## src/rtl/mem_rmw_ctrl.sv

```systemverilog
// Sub-word load/store controller in front of a 32-bit word RAM with combinational read.
// Stores read-modify-write the addressed word in a single ACCESS cycle.
module mem_rmw_ctrl #(
    parameter int ADDR_WIDTH = 8
) (
    input  logic                  clk,
    input  logic                  rst,
    input  logic                  req_valid,
    output logic                  req_ready,
    input  logic                  req_wen,
    input  logic [31:0]           req_addr,
    input  logic [1:0]            req_size,
    input  logic                  req_unsigned,
    input  logic [31:0]           req_wdata,
    output logic                  resp_valid,
    input  logic                  resp_ready,
    output logic [31:0]           resp_rdata,
    output logic                  resp_err,
    output logic                  ram_we,
    output logic [ADDR_WIDTH-1:0] ram_waddr,
    output logic [31:0]           ram_wdata,
    output logic [ADDR_WIDTH-1:0] ram_raddr,
    input  logic [31:0]           ram_rdata
);

    typedef enum logic [1:0] {
        IDLE   = 2'd0,
        ACCESS = 2'd1,
        RESP   = 2'd2
    } state_t;

    state_t                state_q, state_d;
    logic                  wen_q, wen_d;
    logic [ADDR_WIDTH+1:0] addr_q, addr_d;
    logic [1:0]            size_q, size_d;
    logic                  uns_q, uns_d;
    logic [31:0]           wdata_q, wdata_d;
    logic [31:0]           rdata_q, rdata_d;
    logic                  err_q, err_d;
    logic [31:0]           mask_s;
    logic                  unused_addr_s;

    function automatic logic [31:0] lane_mask(input logic [1:0] size, input logic [1:0] ofs);
        case (size)
            2'd0:    lane_mask = 32'h0000_00FF << {ofs, 3'b000};
            2'd1:    lane_mask = 32'h0000_FFFF << {ofs, 3'b000};
            default: lane_mask = 32'hFFFF_FFFF;
        endcase
    endfunction

    function automatic logic [31:0] load_extend(input logic [31:0] word, input logic [1:0] size,
                                                input logic [1:0] ofs, input logic uns);
        logic [31:0] sh;
        sh = word >> {ofs, 3'b000};
        case (size)
            2'd0:    load_extend = uns ? {24'h000000, sh[7:0]} : {{24{sh[7]}}, sh[7:0]};
            2'd1:    load_extend = uns ? {16'h0000, sh[15:0]} : {{16{sh[15]}}, sh[15:0]};
            default: load_extend = sh;
        endcase
    endfunction

    function automatic logic req_error(input logic [1:0] size, input logic [1:0] ofs);
        case (size)
            2'd0:    req_error = 1'b0;
            2'd1:    req_error = ofs[0];
            2'd2:    req_error = (ofs != 2'b00);
            default: req_error = 1'b1;
        endcase
    endfunction

    // Address bits above the RAM range are dropped, so accesses wrap modulo RAM size.
    assign unused_addr_s = ^req_addr[31:ADDR_WIDTH+2];

    // Next-state and request-latch logic.
    always_comb begin
        state_d = state_q;
        wen_d   = wen_q;
        addr_d  = addr_q;
        size_d  = size_q;
        uns_d   = uns_q;
        wdata_d = wdata_q;
        rdata_d = rdata_q;
        err_d   = err_q;
        case (state_q)
            IDLE: begin
                if (req_valid) begin
                    wen_d   = req_wen;
                    addr_d  = req_addr[ADDR_WIDTH+1:0];
                    size_d  = req_size;
                    uns_d   = req_unsigned;
                    wdata_d = req_wdata;
                    rdata_d = 32'h0000_0000;
                    err_d   = req_error(req_size, req_addr[1:0]);
                    state_d = err_d ? RESP : ACCESS;
                end else begin
                    state_d = IDLE;
                end
            end
            ACCESS: begin
                if (wen_q) begin
                    rdata_d = 32'h0000_0000;
                end else begin
                    rdata_d = load_extend(ram_rdata, size_q, addr_q[1:0], uns_q);
                end
                state_d = RESP;
            end
            RESP: begin
                if (resp_ready) begin
                    state_d = IDLE;
                end else begin
                    state_d = RESP;
                end
            end
            default: state_d = IDLE;
        endcase
    end

    // State and request registers with synchronous reset.
    always_ff @(posedge clk) begin
        if (rst) begin
            state_q <= IDLE;
            wen_q   <= 1'b0;
            addr_q  <= '0;
            size_q  <= 2'd0;
            uns_q   <= 1'b0;
            wdata_q <= 32'h0000_0000;
            rdata_q <= 32'h0000_0000;
            err_q   <= 1'b0;
        end else begin
            state_q <= state_d;
            wen_q   <= wen_d;
            addr_q  <= addr_d;
            size_q  <= size_d;
            uns_q   <= uns_d;
            wdata_q <= wdata_d;
            rdata_q <= rdata_d;
            err_q   <= err_d;
        end
    end

    assign mask_s     = lane_mask(size_q, addr_q[1:0]);
    assign ram_raddr  = addr_q[ADDR_WIDTH+1:2];
    assign ram_waddr  = addr_q[ADDR_WIDTH+1:2];
    assign ram_wdata  = (ram_rdata & ~mask_s) | ((wdata_q << {addr_q[1:0], 3'b000}) & mask_s);
    // Outputs are forced low while reset is held so an in-flight store cannot write.
    assign ram_we     = ~rst & (state_q == ACCESS) & wen_q;
    assign req_ready  = (state_q == IDLE);
    assign resp_valid = ~rst & (state_q == RESP);
    assign resp_err   = ~rst & (state_q == RESP) & err_q;
    assign resp_rdata = rst ? 32'h0000_0000 : rdata_q;

endmodule

```

## config.mk

```make
export PLATFORM = sky130hd
export DESIGN_NAME = mem_rmw_ctrl
export DESIGN_NICKNAME = d
export VERILOG_FILES = /design/src/rtl/mem_rmw_ctrl.sv
export SDC_FILE = /design/constraint.sdc
export NUM_CORES = 1
export LEC_CHECK = 0
export BUFFER_PORTS_ARGS = -buffer_cell sky130_fd_sc_hd__buf_2
export CORE_ASPECT_RATIO = 0.7
export CORE_MARGIN = 3
export CORE_UTILIZATION = 49
export CTS_CLUSTER_DIAMETER = 200
export DETAILED_ROUTE_END_ITERATION = 16
export GPL_TIMING_DRIVEN = 0
export PLACE_DENSITY = 0.93
export SLEW_MARGIN = 15
export SYNTH_ARGS = -nofsm -noshare
export SYNTH_HDL_FRONTEND = slang
export SYNTH_SLANG_ARGS = --single-unit
```

## constraint.sdc

```tcl
create_clock -name clk -period 2 [get_ports clk]
set_input_delay 0.1 -clock clk [delete_from_list [all_inputs] [get_ports clk]]
set_output_delay 0.1 -clock clk [all_outputs]
set_load 0.005 [all_outputs]
```

==> results of run 1 <==
-- synthesized netlist by cell type (2+ instances only) --
library cell / n
sky130_fd_sc_hd__clkbuf_1: 27
sky130_fd_sc_hd__buf_6: 3
sky130_fd_sc_hd__o311ai_1: 6
sky130_fd_sc_hd__a21oi_1: 66
sky130_fd_sc_hd__o221ai_1: 8
sky130_fd_sc_hd__mux2_2: 23
sky130_fd_sc_hd__and2_1: 3
sky130_fd_sc_hd__nand2_1: 129
sky130_fd_sc_hd__nand2b_1: 17
sky130_fd_sc_hd__buf_2: 14
sky130_fd_sc_hd__nor2b_1: 10
sky130_fd_sc_hd__mux2i_1: 33
sky130_fd_sc_hd__dfxtp_1: 81
sky130_fd_sc_hd__o31ai_1: 8
sky130_fd_sc_hd__o311ai_2: 2
sky130_fd_sc_hd__o21ai_0: 18
sky130_fd_sc_hd__o32ai_1: 15
sky130_fd_sc_hd__nor2_1: 35
sky130_fd_sc_hd__a221oi_1: 7
sky130_fd_sc_hd__buf_1: 3
sky130_fd_sc_hd__inv_1: 32
sky130_fd_sc_hd__buf_4: 18
sky130_fd_sc_hd__a21oi_2: 2
sky130_fd_sc_hd__or2_1: 2
sky130_fd_sc_hd__a211oi_1: 9
sky130_fd_sc_hd__nor3_1: 2
-- sequential cells by signal (all words and copies together), names as in the netlist --
register / count
err_q: 1
state_q: 2
uns_q: 1
rdata_q: 32
addr_q: 10
size_q: 2
wen_q: 1
wdata_q: 32
-- logic make-up (layout without fill, tap and decap cells) --
logic type | Yosys count | after routing | synth area share (%)
flip-flops | 81 | 81 | 35.3
XOR/XNOR | 1 | 1 | 0.191
multiplexers | 57 | 57 | 13.3
AND/OR/NAND/NOR | 209 | 209 | 20.5
buffers and inverters | 98 | 314 | 10.4
AO/OA/AOI/OAI | 144 | 144 | 20.4
-- per-stage QoR --
stage                     instance area, µm²  total power [mW]  setup slack, ns  std cells
after floorplan                         4590              2.40            0.410        590
after global placement                  5560              2.80           0.0652        874
after detailed placement                5560              2.81           0.0426        874
after CTS                               6270              4.54          -0.0161        919
after global routing                    6440              4.82          -0.0751        926
final                                   6440              4.66          -0.0726        926
-- worst min-delay path: stages --
cell and delay [ns]:
sky130_fd_sc_hd__buf_2 0.09, sky130_fd_sc_hd__nand2_1 0.05, sky130_fd_sc_hd__a21oi_1 0.05
-- final timing paths --
kind	start	endpoint	slack (ns)	cells after the start
setup / recovery	addr_q[1]	ram_wdata[27]	-0.07	7
hold / removal	req_addr[9]	addr_q[9]	0.005	3
setup reg to reg	size_q[1]	rdata_q[10]	0.09	6
hold reg to reg	err_q	err_q	0.46	2
-- placed cells by master (no fill, tap or decap), drive strengths merged, types with 9 or more instances in the layout --
cell type    netlist  layout
nor2              36      36
inv               33      33
o21ai             19      19
dlygate4sd3        0      27
clkbuf            27      36
buf               38     212
mux2              23      23
dfxtp             81      81
a21oi             68      68
nand2            129     129
nand2b            17      17
nor2b             10      10
mux2i             33      33
a211oi             9       9
o32ai             15      15
-- area by class of cell --
type / instances / area, µm²
buffer: 64 / 398
fill: 656 / 2350
clock buffer: 10 / 239
clock inverter: 5 / 56.3
sequential: 81 / 1620
multi-input combinational: 411 / 2610
tap: 120 / 150
inverter: 33 / 124
timing repair buffer: 202 / 1250
-- power groups by stage --
stage                     logic, mW  registers, mW  clock network [mW]
final                          1.24           1.78                1.64
after detailed placement       1.01           1.80                   0
after global routing           1.31           1.79                1.72
after global placement        0.997           1.80                   0
after CTS                      1.11           1.77                1.65
after floorplan               0.623           1.78                   0
-- per-layer routing --
metal | up-vias | GRT usage, % | routed length (µm)
met5 | - | 0 | 13
li1 | 2436 | - | -
met2 | 477 | 52.5 | 7880
met3 | 90 | 10.5 | 2530
met1 | 2530 | 41.5 | 7020
met4 | 2 | 9.87 | 830
-- timing repair --
action | 4_1_cts | 5_1_grt
gates resized for setup | 22 | 29
setup buffers | 3 | 6
endpoints found under the hold margin | 27 | 0
cloned | 1 | 1
pin swaps | 1 | 5
endpoints found under the setup margin | 32 | 35
hold buffers | 27 | 0
==> impl_results.html, run 1 <==
<table>
<tr><th>Metric</th><th>Value</th></tr>
<tr><th colspan="2">STA</th></tr>
<tr><td>Worst slew margin relative to its limit</td><td>50.8%</td></tr>
<tr><td>Total Neg Setup Slack</td><td>-0.289 ns</td></tr>
<tr><td>Final setup violation count</td><td>11</td></tr>
<tr><td>Max Slew Vio Count</td><td>0</td></tr>
<tr><td>Final worst slack</td><td>-0.0726 ns</td></tr>
<tr><td>Upper clock frequency limit</td><td>482 MHz</td></tr>
<tr><td>Unrepaired setup endpoints after global routing</td><td>yes</td></tr>
<tr><td>Final hold slack</td><td>0.00544 ns</td></tr>
<tr><td>Measured slew at the worst slew-check pin</td><td>0.738 ns</td></tr>
<tr><td>Final period util</td><td>104%</td></tr>
<tr><td>Time the final worst path needs with I/O delays and setup</td><td>2.07 ns</td></tr>
<tr><td>Worst setup skew after layout</td><td>0.00348 ns</td></tr>
<tr><td>Final Hold Violating Endpoints</td><td>0</td></tr>
<tr><th colspan="2">Global routing</th></tr>
<tr><td>Number of global-route vias before repair</td><td>4,991</td></tr>
<tr><td>Residual overflow from global routing</td><td>0</td></tr>
<tr><td>Global-route wire length before repair</td><td>26,200 µm</td></tr>
<tr><td>Antenna violations before repair</td><td>1</td></tr>
<tr><td>Largest net degree at the start of global routing</td><td>14</td></tr>
<tr><td>Total Routing Usage GR</td><td>32.4%</td></tr>
<tr><th colspan="2">Route</th></tr>
<tr><td>Final routed DRC violation total</td><td>0</td></tr>
<tr><td>Via count</td><td>5,535</td></tr>
<tr><td>Vias/cell</td><td>5.98</td></tr>
<tr><td>DRT Pass-1 Iters</td><td>6</td></tr>
<tr><td>Routed wire length</td><td>18,300 µm</td></tr>
<tr><td>WL per Instance</td><td>19.7 µm</td></tr>
<tr><td>DRC marker count from the first detailed-route iteration</td><td>700</td></tr>
<tr><td>Number of nets with antenna violations after detailed routing</td><td>0</td></tr>
<tr><th colspan="2">Layout</th></tr>
<tr><td>Number of nets at the end of the flow</td><td>906</td></tr>
<tr><td>Antenna Diode Count</td><td>0</td></tr>
<tr><td>Layout area overhead</td><td>40.3%</td></tr>
<tr><td>Fraction of layout instances using a drive strength above 1</td><td>34.7%</td></tr>
<tr><td>Core Util, Final</td><td>73.3%</td></tr>
<tr><th colspan="2">Die</th></tr>
<tr><td>Area inside the core boundary</td><td>8790 µm²</td></tr>
<tr><td>Die outline width</td><td>122 µm</td></tr>
<tr><td>Placement Rows</td><td>28</td></tr>
<tr><td>Die Y</td><td>87.0 µm</td></tr>
<tr><td>Die Outline Area</td><td>10,600 µm²</td></tr>
<tr><td>Initial Utilization</td><td>52.2%</td></tr>
<tr><td>Count of boundary I/O pins</td><td>188</td></tr>
<tr><th colspan="2">Power</th></tr>
<tr><td>Clock network power share</td><td>35.2%</td></tr>
<tr><td>Proportion of power drawn by combinational gates</td><td>26.6%</td></tr>
<tr><td>Lkg Pwr</td><td>2.88 nW</td></tr>
<tr><td>Sequential share of power</td><td>38.2%</td></tr>
<tr><td>Worst VDD drop</td><td>723 µV</td></tr>
<tr><td>Power Dens Cells</td><td>724 nW/µm²</td></tr>
<tr><td>Total net switching power</td><td>1.42 mW</td></tr>
<tr><td>Int Pwr</td><td>3.25 mW</td></tr>
<tr><td>Fraction of power spent switching nets</td><td>30.4%</td></tr>
<tr><th colspan="2">Synthesis</th></tr>
<tr><td>Syn_area_per_cell</td><td>7.79 µm²</td></tr>
<tr><td>Total nets after synthesis</td><td>694</td></tr>
<tr><td>Netlist cell types</td><td>43</td></tr>
<tr><td>Area fraction of the dominant cell type after synthesis</td><td>35.3%</td></tr>
<tr><td>Synth area leaders</td><td>sky130_fd_sc_hd__dfxtp_1 35%, sky130_fd_sc_hd__nand2_1 11%, sky130_fd_sc_hd__a21oi_1 7.2%</td></tr>
<tr><td>Sequential cell area fraction in the yosys report</td><td>35.3%</td></tr>
<tr><td>Post-synth EDFFs</td><td>0</td></tr>
<tr><td>Gate Count Post-Synth</td><td>590</td></tr>
<tr><td>Cell taking the most area after synthesis</td><td>sky130_fd_sc_hd__dfxtp_1</td></tr>
<tr><td>Cell area after technology mapping</td><td>4590 µm²</td></tr>
<tr><td>Number of synthesized register bits</td><td>81</td></tr>
<tr><td>Yosys warns</td><td>0</td></tr>
<tr><td>Async S/R FF share, synth</td><td>0%</td></tr>
<tr><td>Dominant synthesized flop cell</td><td>sky130_fd_sc_hd__dfxtp_1</td></tr>
<tr><th colspan="2">Setup path</th></tr>
<tr><td>Worst Setup End Kind</td><td>output port</td></tr>
<tr><td>Critical path's top delay family</td><td>buffers and inverters</td></tr>
<tr><td>Element type at the critical path start</td><td>register</td></tr>
<tr><td>Worst endpoint data arrival time</td><td>1.97 ns</td></tr>
<tr><td>Crit-path most repeated cell</td><td>sky130_fd_sc_hd__buf_8</td></tr>
<tr><td>Crit path max-delay cell type</td><td>sky130_fd_sc_hd__dfxtp_2</td></tr>
<tr><td>Critical path class</td><td>register to output port</td></tr>
<tr><td>Critical Path RT</td><td>1.90 ns</td></tr>
<tr><td>Largest fanout on the critical path</td><td>9</td></tr>
<tr><td>Highest cell delay on the worst timing path</td><td>0.33 ns</td></tr>
<tr><td>Crit path cell chain</td><td>buf_8 -&gt; buf_8 -&gt; bufbuf_16 -&gt; a211oi_2 -&gt; a21oi_1 -&gt; mux2_2 -&gt; buf_2</td></tr>
<tr><td>Count of buffering cells on the critical path with inverters included</td><td>4</td></tr>
<tr><th colspan="2">Status</th></tr>
<tr><td>Result of the run</td><td>finished with violations</td></tr>
<tr><td>Failing checks</td><td>setup timing</td></tr>
<tr><th colspan="2">Placed design</th></tr>
<tr><td>Gp weighted congestion</td><td>0.969</td></tr>
<tr><td>HPWL reported at the end of detailed placement</td><td>12,400 µm</td></tr>
<tr><td>Buffers on Ports</td><td>164</td></tr>
<tr><th colspan="2">CTS</th></tr>
<tr><td>Clock slew at the register clock pins of the worst setup and hold paths</td><td>0.06 ns</td></tr>
<tr><td>Buffers from clock root to sink, at most</td><td>2</td></tr>
<tr><td>CTS buffer count</td><td>9</td></tr>
<tr><td>TritonCTS clock tree</td><td>built</td></tr>
<tr><td>Clock insertion delay at the later pin of the skew report</td><td>0.34 ns</td></tr>
<tr><td>Clk Tree Root Cell</td><td>sky130_fd_sc_hd__clkbuf_16</td></tr>
<tr><td>Number of clock sinks seen by CTS</td><td>81</td></tr>
<tr><td>Number of levels the H-tree was split into</td><td>3</td></tr>
<tr><th colspan="2">Worst hold path</th></tr>
<tr><td>Type of the tightest min-delay check</td><td>primary input to register</td></tr>
<tr><th colspan="2">Flow run</th></tr>
<tr><td>Max-cap viol count</td><td>0</td></tr>
</table>
(Power assumes the default switching activity.)
==> run 2, diff against run 1 <==
--- a/config.mk
+++ b/config.mk
@@ -8,11 +8,12 @@
 export BUFFER_PORTS_ARGS = -buffer_cell sky130_fd_sc_hd__buf_2
 export CORE_ASPECT_RATIO = 0.7
 export CORE_MARGIN = 3
-export CORE_UTILIZATION = 49
+export CORE_UTILIZATION = 45
+export CTS_BUF_LIST = sky130_fd_sc_hd__clkbuf_8
 export CTS_CLUSTER_DIAMETER = 200
 export DETAILED_ROUTE_END_ITERATION = 16
 export GPL_TIMING_DRIVEN = 0
-export PLACE_DENSITY = 0.93
+export PLACE_DENSITY = 0.9
 export SLEW_MARGIN = 15
 export SYNTH_ARGS = -nofsm -noshare
 export SYNTH_HDL_FRONTEND = slang
==> constraint.sdc (replaced) <==
create_clock -name clk -period 1.67 [get_ports clk]
set_input_delay 0.0835 -clock clk [delete_from_list [all_inputs] [get_ports clk]]
set_output_delay 0.0835 -clock clk [all_outputs]
set_load 0.005 [all_outputs]
==> impl_results.html, run 2 (synthesis results as in run 1) <==
<table>
<tr><th>Metric</th><th>Value</th></tr>
<tr><th colspan="2">Status</th></tr>
<tr><td>Result of the run</td><td>finished with violations</td></tr>
<tr><td>Failing checks</td><td>setup timing</td></tr>
<tr><th colspan="2">Layout</th></tr>
<tr><td>Number of filler instances in the final layout</td><td>692 (+5.5%)</td></tr>
<tr><td>Leading registers by flop count</td><td>rdata_q: 32 flops, wdata_q: 32 flops, addr_q: 10 flops</td></tr>
<tr><td>Number of nets at the end of the flow</td><td>944 (+4.2%)</td></tr>
<tr><td>Fraction of layout instances using a drive strength above 1</td><td>41.7% (+6.9 points)</td></tr>
<tr><td>Core Util, Final</td><td>73.9% (+0.56 points)</td></tr>
<tr><td>Layout area overhead</td><td>58.1%</td></tr>
<tr><td>Top library cells by usage in the layout, fill and taps aside</td><td>160 x sky130_fd_sc_hd__buf_2, 123 x sky130_fd_sc_hd__nand2_1, 75 x sky130_fd_sc_hd__dfxtp_1</td></tr>
<tr><td>Most common cell after layout, fill and taps aside</td><td>sky130_fd_sc_hd__buf_2</td></tr>
<tr><th colspan="2">CTS</th></tr>
<tr><td>Number of clock sinks seen by CTS</td><td>81 (unchanged)</td></tr>
<tr><td>Clk Tree Root Cell</td><td>sky130_fd_sc_hd__clkbuf_8</td></tr>
<tr><td>CTS buffer count</td><td>9 (unchanged)</td></tr>
<tr><td>Buffers from clock root to sink, at most</td><td>2 (unchanged)</td></tr>
<tr><td>Clock slew at the register clock pins of the worst setup and hold paths</td><td>0.08 ns (+0.02 ns)</td></tr>
<tr><td>TritonCTS clock tree</td><td>built</td></tr>
<tr><td>Clock insertion delay at the later pin of the skew report</td><td>0.37 ns (+0.03 ns)</td></tr>
<tr><td>Number of levels the H-tree was split into</td><td>3 (unchanged)</td></tr>
<tr><th colspan="2">STA</th></tr>
<tr><td>Worst slew margin relative to its limit</td><td>59.5% (+8.7 points)</td></tr>
<tr><td>Final period util</td><td>122%</td></tr>
<tr><td>Worst setup skew after layout</td><td>0.00728 ns (+0.00379 ns)</td></tr>
<tr><td>Final Hold Violating Endpoints</td><td>0 (unchanged)</td></tr>
<tr><td>Final worst slack</td><td>-0.364 ns (-0.291 ns)</td></tr>
<tr><td>Measured slew at the worst slew-check pin</td><td>0.608 ns (-0.130 ns)</td></tr>
<tr><td>Upper clock frequency limit</td><td>492 MHz</td></tr>
<tr><td>Unrepaired setup endpoints after global routing</td><td>yes</td></tr>
<tr><td>Time the final worst path needs with I/O delays and setup</td><td>2.03 ns</td></tr>
<tr><td>Final setup violation count</td><td>40 (+29)</td></tr>
<tr><td>Max Slew Vio Count</td><td>0 (unchanged)</td></tr>
<tr><th colspan="2">Global routing</th></tr>
<tr><td>Antenna violations before repair</td><td>3 (+2)</td></tr>
<tr><td>Global-route wire length before repair</td><td>28,600 µm (+9.1%)</td></tr>
<tr><td>Residual overflow from global routing</td><td>0 (unchanged)</td></tr>
<tr><td>Number of global-route vias before repair</td><td>5,388 (+8.0%)</td></tr>
<tr><td>Largest net degree at the start of global routing</td><td>14 (unchanged)</td></tr>
<tr><td>Total Routing Usage GR</td><td>31.6% (-0.84 points)</td></tr>
<tr><th colspan="2">Die</th></tr>
<tr><td>Area inside the core boundary</td><td>9830 µm² (+12%)</td></tr>
<tr><td>Die Outline Area</td><td>11,500 µm² (+8.4%)</td></tr>
<tr><td>Count of boundary I/O pins</td><td>188 (unchanged)</td></tr>
<tr><td>Die outline width</td><td>127 µm (+4.1%)</td></tr>
<tr><td>Die Y</td><td>90.5 µm (+4.0%)</td></tr>
<tr><td>Initial Utilization</td><td>46.7% (-5.5 points)</td></tr>
<tr><td>Placement Rows</td><td>30 (+7.1%)</td></tr>
<tr><th colspan="2">Setup path</th></tr>
<tr><td>Worst Setup End Kind</td><td>output port</td></tr>
<tr><td>Largest fanout on the critical path</td><td>10 (+1)</td></tr>
<tr><td>Element type at the critical path start</td><td>register</td></tr>
<tr><td>Worst endpoint data arrival time</td><td>1.95 ns (-0.02 ns)</td></tr>
<tr><td>Critical Path RT</td><td>1.59 ns (-0.31 ns)</td></tr>
<tr><td>Critical path class</td><td>register to output port</td></tr>
<tr><th colspan="2">Placed design</th></tr>
<tr><td>Buffers on Ports</td><td>164 (unchanged)</td></tr>
<tr><td>HPWL reported at the end of detailed placement</td><td>12,700 µm (+2.3%)</td></tr>
<tr><td>Gp weighted congestion</td><td>0.937 (-3.3%)</td></tr>
<tr><th colspan="2">Route</th></tr>
<tr><td>Vias/cell</td><td>5.72 (-4.3%)</td></tr>
<tr><td>Number of nets with antenna violations after detailed routing</td><td>0 (unchanged)</td></tr>
<tr><td>WL per Instance</td><td>19.7 µm (-0.17%)</td></tr>
<tr><td>Via count</td><td>5,570 (+0.63%)</td></tr>
<tr><td>Final routed DRC violation total</td><td>0 (unchanged)</td></tr>
<tr><td>DRT Pass-1 Iters</td><td>5 (-1)</td></tr>
<tr><td>WL met2</td><td>8820 µm (+12%)</td></tr>
<tr><td>Length of routed met3 wiring</td><td>2300 µm (-9.2%)</td></tr>
<tr><td>DRC marker count from the first detailed-route iteration</td><td>755 (+7.9%)</td></tr>
<tr><td>Highest routing layer actually used</td><td>met5</td></tr>
<tr><td>Routed wire length</td><td>19,200 µm (+5.0%)</td></tr>
<tr><td>Metal1 wirelength</td><td>7570 µm (+7.9%)</td></tr>
<tr><th colspan="2">Power</th></tr>
<tr><td>Worst VDD drop</td><td>615 µV (-15%)</td></tr>
<tr><td>Lkg Pwr</td><td>3.21 nW (+12%)</td></tr>
<tr><td>Total power</td><td>5.62 mW (+21%)</td></tr>
<tr><td>Power Dens Cells</td><td>774 nW/µm² (+7.0%)</td></tr>
<tr><th colspan="2">Flow run</th></tr>
<tr><td>Max-cap viol count</td><td>0 (unchanged)</td></tr>
<tr><th colspan="2">Worst hold path</th></tr>
<tr><td>Type of the tightest min-delay check</td><td>primary input to register</td></tr>
</table>
## run 2: cell count changes in the layout (fill, tap and decap cells not counted), sizes merged
| cell | delta |
|---|---|
| dlygate4sd3 | +27 |
| diode | +1 |
| clkbuf | +1 |
| buf | +12 |
| bufbuf | -1 |
| bufinv | +1 |
| clkinv | -1 |
## run 2: final cells by class
type	instances	area [µm²]	area share [%]
Buffer	60	428	5.89
Tap cell	128	160	2.20
Inverter	33	124	1.71
Antenna cell	1	2.50	0.0345
Clock buffer	11	151	2.08
Sequential cell	81	1630	22.5
Timing Repair Buffer	244	1680	23.2
Multi-Input combinational cell	411	3000	41.3
Clock inverter	5	77.6	1.07
## run 2: worst paths after layout
check,startpoint,depth (start not counted),endpoint,slack [ns]
worst max register to register,addr_q[1],6,rdata_q[14],-0.07
worst min register to register,err_q,2,err_q,0.46
worst min-delay path,ram_rdata[30],3,rdata_q[30],0.04
worst max-delay path,addr_q[0],6,ram_wdata[7],-0.36
## run 2: metrics by stage
step                setup TNS [ns]  hold WS (ns)  cell area, µm²  setup WS, ns  cells
global route                -11.66        0.0352            7260        -0.447    974
global placement             -7.15         0.326            5570        -0.258    882
finish                       -9.46        0.0434            7260        -0.364    974
CTS                          -7.01       0.00590            6830        -0.279    970
detailed placement          -10.05         0.328            5570        -0.295    882
floorplan                        0         0.199            4590        0.0803    590
## run 2: report_power, final
part / internal (mW) / leakage (nW) / switching, mW
clock network: 0.919 / 0.115 / 0.751
logic: 0.868 / 2.43 / 0.943
registers: 2.03 / 0.664 / 0.107
## run 2: per-layer routing
metal	track usage, %	vias to the layer above
li1	-	2523
met1	40.7	2565
met3	10.4	55
met4	9.29	4
met2	50.4	423
met5	0	-
## run 2: worst max-delay path, stage by stage, from the launching register on
cell                       delay [ns]
sky130_fd_sc_hd__dfxtp_2         0.34
sky130_fd_sc_hd__buf_6           0.15
sky130_fd_sc_hd__nor2_2          0.35
sky130_fd_sc_hd__clkbuf_4        0.33
sky130_fd_sc_hd__nand2_1         0.09
sky130_fd_sc_hd__o21ai_0         0.14
sky130_fd_sc_hd__buf_2           0.18
## run 2: timing repair
action / CTS / global route
gates cloned: 3 / 0
gates resized for setup: 86 / 88
hold buffers: 54 / 0
pin swaps: 13 / 13
hold endpoints to repair: 53 / 0
setup buffers: 18 / 8
endpoints found under the setup margin: 71 / 87
